### src/rtl/alaw_encoder_stream.sv
// A-law encoder with a two-stage valid/ready pipeline.
// Stage 1 captures sign, magnitude and segment; stage 2 selects the
// mantissa and registers the 8-bit code {sign, seg, mant} (no even-bit
// inversion). A saturating counter tracks accepted clipping samples.
module alaw_encoder_stream #(
  parameter int CNT_W = 16
) (
  input  logic             clk,
  input  logic             rst,
  input  logic [12:0]      in_lin,
  input  logic             in_valid,
  output logic             in_ready,
  output logic [7:0]       out_alaw,
  output logic             out_valid,
  input  logic             out_ready,
  input  logic             clr_count,
  output logic [CNT_W-1:0] clip_count
);

  logic        en1;
  logic        en2;
  logic        accept;
  logic        in_clip;
  logic [2:0]  in_seg;
  logic [3:0]  s1_mant;

  logic        s1_valid;
  logic        s1_sign;
  logic [11:0] s1_mag;
  logic [2:0]  s1_seg;

  // Handshake: a stage advances when its successor can take its contents.
  // Reset forces in_ready high so the upstream never stalls on a block that
  // is discarding everything anyway.
  assign en2      = !out_valid || out_ready;
  assign en1      = !s1_valid || en2;
  assign in_ready = rst || en1;
  assign accept   = in_valid && en1 && !rst;
  assign in_clip  = (in_lin[11:0] >= 12'hF80);

  // Segment = position of the leading one in magnitude bits 11:5, minus 4.
  always_comb begin
    // NOTE: default assignment first so every path drives in_seg; without it
    // the tool infers a latch.
    in_seg = 3'd0;
    for (int p = 5; p <= 11; p++) begin
      if (in_lin[p]) in_seg = 3'(p - 4);
    end
  end

  // Mantissa: four bits directly below the leading one, truncated.
  always_comb begin
    s1_mant = s1_mag[4:1];
    case (s1_seg)
      3'd0, 3'd1: s1_mant = s1_mag[4:1];
      3'd2:       s1_mant = s1_mag[5:2];
      3'd3:       s1_mant = s1_mag[6:3];
      3'd4:       s1_mant = s1_mag[7:4];
      3'd5:       s1_mant = s1_mag[8:5];
      3'd6:       s1_mant = s1_mag[9:6];
      default:    s1_mant = s1_mag[10:7];
    endcase
  end

  // Stage 1 valid bit.
  always_ff @(posedge clk) begin
    // NOTE: non-blocking assignments in clocked blocks so every register
    // samples the pre-edge value of its inputs, independent of block order.
    if (rst) begin
      s1_valid <= 1'b0;
    end else if (en1) begin
      s1_valid <= in_valid;
    end
  end

  // Stage 1 payload: captured only on a real transfer, held otherwise.
  always_ff @(posedge clk) begin
    // NOTE: payload registers carry no reset; the valid bit qualifies them,
    // so resetting them would only add reset fan-out.
    if (accept) begin
      s1_sign <= in_lin[12];
      s1_mag  <= in_lin[11:0];
      s1_seg  <= in_seg;
    end
  end

  // Stage 2: output code and its valid bit.
  always_ff @(posedge clk) begin
    if (rst) begin
      out_valid <= 1'b0;
      out_alaw  <= 8'h00;
    end else if (en2) begin
      out_valid <= s1_valid;
      if (s1_valid) out_alaw <= {s1_sign, s1_seg, s1_mant};
    end
  end

  // Saturating clip counter; clear has priority over increment.
  always_ff @(posedge clk) begin
    if (rst || clr_count) begin
      clip_count <= '0;
    end else if (accept && in_clip && !(&clip_count)) begin
      clip_count <= clip_count + 1'b1;
    end
  end

endmodule

### config.mk
export PLATFORM = sky130hd
export DESIGN_NAME = alaw_encoder_stream
export DESIGN_NICKNAME = d
export VERILOG_FILES = /design/src/rtl/alaw_encoder_stream.sv
export SDC_FILE = /design/constraint.sdc
export NUM_CORES = 1
export LEC_CHECK = 0
export CORE_UTILIZATION = 50
export CTS_CLUSTER_DIAMETER = 30
export DETAILED_ROUTE_END_ITERATION = 8
export PLACE_DENSITY = 0.89
export RECOVER_POWER = 25
export SLEW_MARGIN = 20
export SYNTH_ARGS = -nofsm -noshare
export SYNTH_HDL_FRONTEND = slang
export SYNTH_SLANG_ARGS = --single-unit
### constraint.sdc
create_clock -name clk -period 2.5 [get_ports clk]
set_input_delay 0.625 -clock clk [delete_from_list [all_inputs] [get_ports clk]]
set_output_delay 0.625 -clock clk [all_outputs]
set_load 0.05 [all_outputs]
# After elaboration in Yosys (flattened, before gate mapping)
# Index checks and enable logic that the tools add are counted.
op_classes:
  order_cmp: 1
  addsub: 1
  reduce_logical: 18
  n_eq_ne: 6
  mux: 7
op_table:
  columns: ["op", "count"]
  rows:
  - ["4-bit one-hot mux with 6 select lines", 1]
  - ["16-bit by 1-bit adder with 16-bit output, second input constant", 1]
  - ["16-bit AND reduction", 1]
  - ["12-bit greater-or-equal comparator, second input constant", 1]
  - ["3-bit == test, second input constant", 3]
  - ["3-bit by 2-bit == test with 1-bit output, second input constant", 2]
  - ["2-bit two-way mux", 3]
  - ["1-bit logical AND", 4]
  - ["1-bit zero test", 4]
  - ["1-bit logical OR", 4]
  - ["2-bit OR reduction", 2]
  - ["4-bit OR reduction", 1]
  - ["3-bit by 1-bit == test with 1-bit output, second input constant", 1]
  - ["3-bit zero test", 1]
  - ["3-bit two-way mux", 1]
  - ["1-bit two-way mux", 2]
  - ["2-bit AND reduction", 1]
totals:
  reg_bits: 41
  word_cells: 42
  out_inout_bits: 26
  inputBits: 18

# Logic depth before layout (Yosys ltp)
depth:
  word_depth: 7
  mapped_depth: 6
  ltp_nobuf: 5

# Least setup slack after synthesis
# No wires, ideal clock.
synth_path:
  path_kind: "input to register"
  start: "in rst"
  end: "reg clip_count[2]"
  path_slack_ns: 0.477
  t_required_ns: 2.369
  setup_ns: 0.131
  path_stages: 6
  arrival_ns: 1.892
  path_cell_list: "nand2b_4 or4b_4 buf_6 buf_6 o311ai_1 o41ai_1"
synth_between:
  elab_chain_cells: 4
  elab_cells_between_ends: 5
  cone_classes: "5 x reduce/logical"
synth_rtl:
  columns: ["item", "line_no", "rtl"]
  rows:
  - ["start: declaration", "9", "input logic rst,"]
  - ["1-bit zero test", "38", "assign accept = in_valid && en1 && !rst;"]
  - ["1-bit logical AND", "38", null]
  - ["1-bit logical AND (2 in series)", "102", "end else if (accept && in_clip && !(&clip_count)) begin"]
  - ["end signal: assignment", "103", "clip_count <= clip_count + 1'b1;"]
  - ["end: declaration", "17", "output logic [CNT_W-1:0] clip_count"]
# Parallel ways exist; a longest one is shown, timed or not.
# A chain may end at the register's enable or synchronous reset.

# Final worst setup path
layout_path:
  start: "in rst"
  end: "out in_ready"
layout_between:
  elab_chain_cells: 1
layout_rtl:
  columns: ["item", "line_no", "rtl"]
  rows:
  - ["1-bit logical OR", "37", "assign in_ready = rst || en1;"]
  - ["end: declaration", "12", "output logic in_ready,"]
# Every way passes these cells.

==> out/qor.yml <==
status: "completed"
slew_headroom: 0.6552
clk_latency_ns: 0.29
htreeDepth: 2
vdd_drop_max_uv: 366.7
core_region_area_um2: 3771
dp_cells: 303
antenna_found_initial: 0
cp.required_ns: 1.88
clkTransAtPathRegs_ns: 0.07
synthesis.area_um2: 2022
path_class: "input port to output port"
seq_area_frac_synth: 0.4653
place_ws_ns: -0.1323
drv_slew: 0
fillers: 274
critPathSlowestCell: "clkdlybuf4s50_1"
drt-pass1-iter-count: 4
hold_start: "out_alaw[6]$_SDFFE_PP0P_"
period_needed_ns: 2.412
critPathLaunch: "rst"
grt_pass1_vias: 1672
powerDensity_nw_per_um2: 486.5
setup_viol: 0
drtIter0Drc: 137
worstSetupEndpointType: "output port"
arrival_ns: 1.79
boundaryPins: 44
fin_total_pwr_mw: 1.275
layout_setup_ws_ns: 0.08789
worst_r2r_path_depth: 5
fin_skew_ns: 0.006447
drc_errors: 0
syn_to_final_growth_pct: 29.64
ys_types: 42
synth_edf_count: 14
instances_no_fill: 311
initial_core_util: 0.5362
crit_chain: "clkdlybuf4s50_1, buf_4, or2_2, buf_12"
leakage_nw: 0.8505
syn_area_per_cell_um2: 9.537
grt_max_degree: 24
min_path_type: "flip-flop to flip-flop"
fp.dieW_um: 65.59
vias: 1823
drive_above_1_share: 0.09886
wire_per_inst_um: 14.19
rows: 22
drv_cap: 0
gp_congestion: 0.8549
synth_flop_cell: "dfxtp_1"
synth_nets: 231
fmax_mhz: 414.6
die_area_um2: 4302
num-nets-final: 281
post_cts_buffers: 0
die_y_um: 65.59
routed_wl_um: 4413
vias_per_cell: 5.862
ant_nets: 0
synth_cells: 212
hold_violations: 0
critPathLaunchType: "input port"
io_buffers: 42
hpwl_um: 3207
yosys_warnings: 0
r2r_start: "s1_valid$_SDFFE_PP0P_"
cts_tree: "built"
yosys_register_bits: 40
grtUsageTotal: 0.2298
cts_hold_buf: 0
cts_resized: 0
grt_pass1_wl_um: 7417
critPathMaxStageDelay_ns: 0.43
cts_num_sinks: 40
whs_path_depth: 2
worst_slew_pin_slew_ns: 0.5156
cts_buffers: 5
cts_buffer_depth: 2
synthArstFlopShare: 0
rsz0062_at_grt: "no"
cts_root_buf: "clkbuf_8"
post-route-period-util: 0.9648
grt_overflow: 0
crit_fanout: 23
antenna_cells: 0
## cell usage after synthesis, drive strengths merged (2+ instances only)
library cell   n  area share
nand2         29       0.054
dfxtp         26        0.26
edfxtp        14        0.21
a21oi         13       0.032
or3           13       0.040
mux2i         12       0.059
nor2          11       0.020
nor4           9       0.031
clkbuf         8       0.015
nand3          8       0.020
nor3           8       0.022
nand4          6       0.019
a211oi         5       0.019
inv            5      0.0093
buf            3       0.014
nand2b         3       0.013
nor2b          3      0.0093
o211ai         3       0.011
o21ai          3      0.0074
or4            3       0.011
a221oi         2      0.0087
and2           2      0.0062
and4           2      0.0087
mux4           2       0.022
nand3b         2      0.0074
o21bai         2      0.0074
o31ai          2      0.0074
o41ai          2      0.0087
or2            2      0.0062
## layout make-up
| type | instances | area [um^2] | share of cell area |
|---|---|---|---|
| clock buffers | 7 | 76.32 | 0.02912 |
| clock inverters | 1 | 3.754 | 0.001432 |
| inverters | 5 | 18.77 | 0.007160 |
| multi-input cells | 156 | 1005 | 0.3833 |
| flip-flops and latches | 40 | 940.9 | 0.3590 |
| well taps | 48 | 60.06 | 0.02291 |
| repair buffers | 54 | 516.7 | 0.1971 |
## per-layer routing
layer,track usage,wire (um),up-vias
li1,-,-,899
met1,0.3126,2093,844
met2,0.3325,1988,71
met3,0.06076,255,9
met4,0.1196,76,0
met5,0,0,-
## metrics by stage
step / cell area (um^2) / setup TNS (ns) / utilization / hold slack (ns)
floorplan: 2022 / 0 / - / 0.4713
global placement: 2545 / -1.373 / 0.6749 / 0.4419
detailed placement: 2545 / -1.312 / 0.6749 / 0.4478
CTS: 2625 / 0 / 0.6961 / 0.4579
global route: 2621 / 0 / 0.6951 / 0.4791
finish: 2621 / 0 / 0.6951 / 0.4558
## cells by family (layout without fill, tap and decap cells)
family                     count (synthesis)  in the layout  synth area share
buffers and inverters                     16             67           0.03775
DFF                                       40             40            0.4653
and+or+nand+nor                          106            106            0.2945
adders and majority gates                  1              1          0.006187
muxes                                     14             14           0.08168
AOI/OAI and AO/OA                         35             35            0.1145
## power breakdown
group          internal (mW)  switching [mW]
logic                 0.0704          0.0856
registers              0.695          0.0187
clock network          0.194           0.212
## placed cells by master (no fill, tap or decap), drive strengths merged, types with 2 or more instances in the layout
cell type      count
nand4              6
o21bai             2
mux4               2
nand3              8
clkdlybuf4s50     31
dfxtp             26
edfxtp            14
nand2b             3
a211oi             5
buf               11
and4               2
a21oi             13
inv                5
dlygate4sd3       10
o211ai             3
clkbuf             9
o41ai              2
nor4               9
nor2b              3
nand2             29
and2               2
nor3               8
o31ai              2
or3               13
nand3b             2
o21ai              3
or2                2
or4                3
a221oi             2
nor2              11
mux2i             12
## critical path: cells and delay by family
family,cells,cell delay (ns)
and+or+nand+nor,1,0.35
buffers and inverters,3,0.81
## path summary, 6_finish.rpt
kind	endpoint	slack, ns
hold / removal	out_alaw[6]$_SDFFE_PP0P_	0.46
setup / recovery	in_ready	0.09
hold reg to reg	out_alaw[6]$_SDFFE_PP0P_	0.46
setup reg to reg	clip_count[12]$_SDFFE_PP0P_	0.64
## flip-flops by register name, summed over array words and instances, names as in the netlist
| name | cells |
|---|---|
| clip_count | 16 |
| out_alaw | 8 |
| out_valid | 1 |
| s1_mag | 10 |
| s1_seg | 3 |
| s1_sign | 1 |
| s1_valid | 1 |
Power figures use the tool's default switching activity.
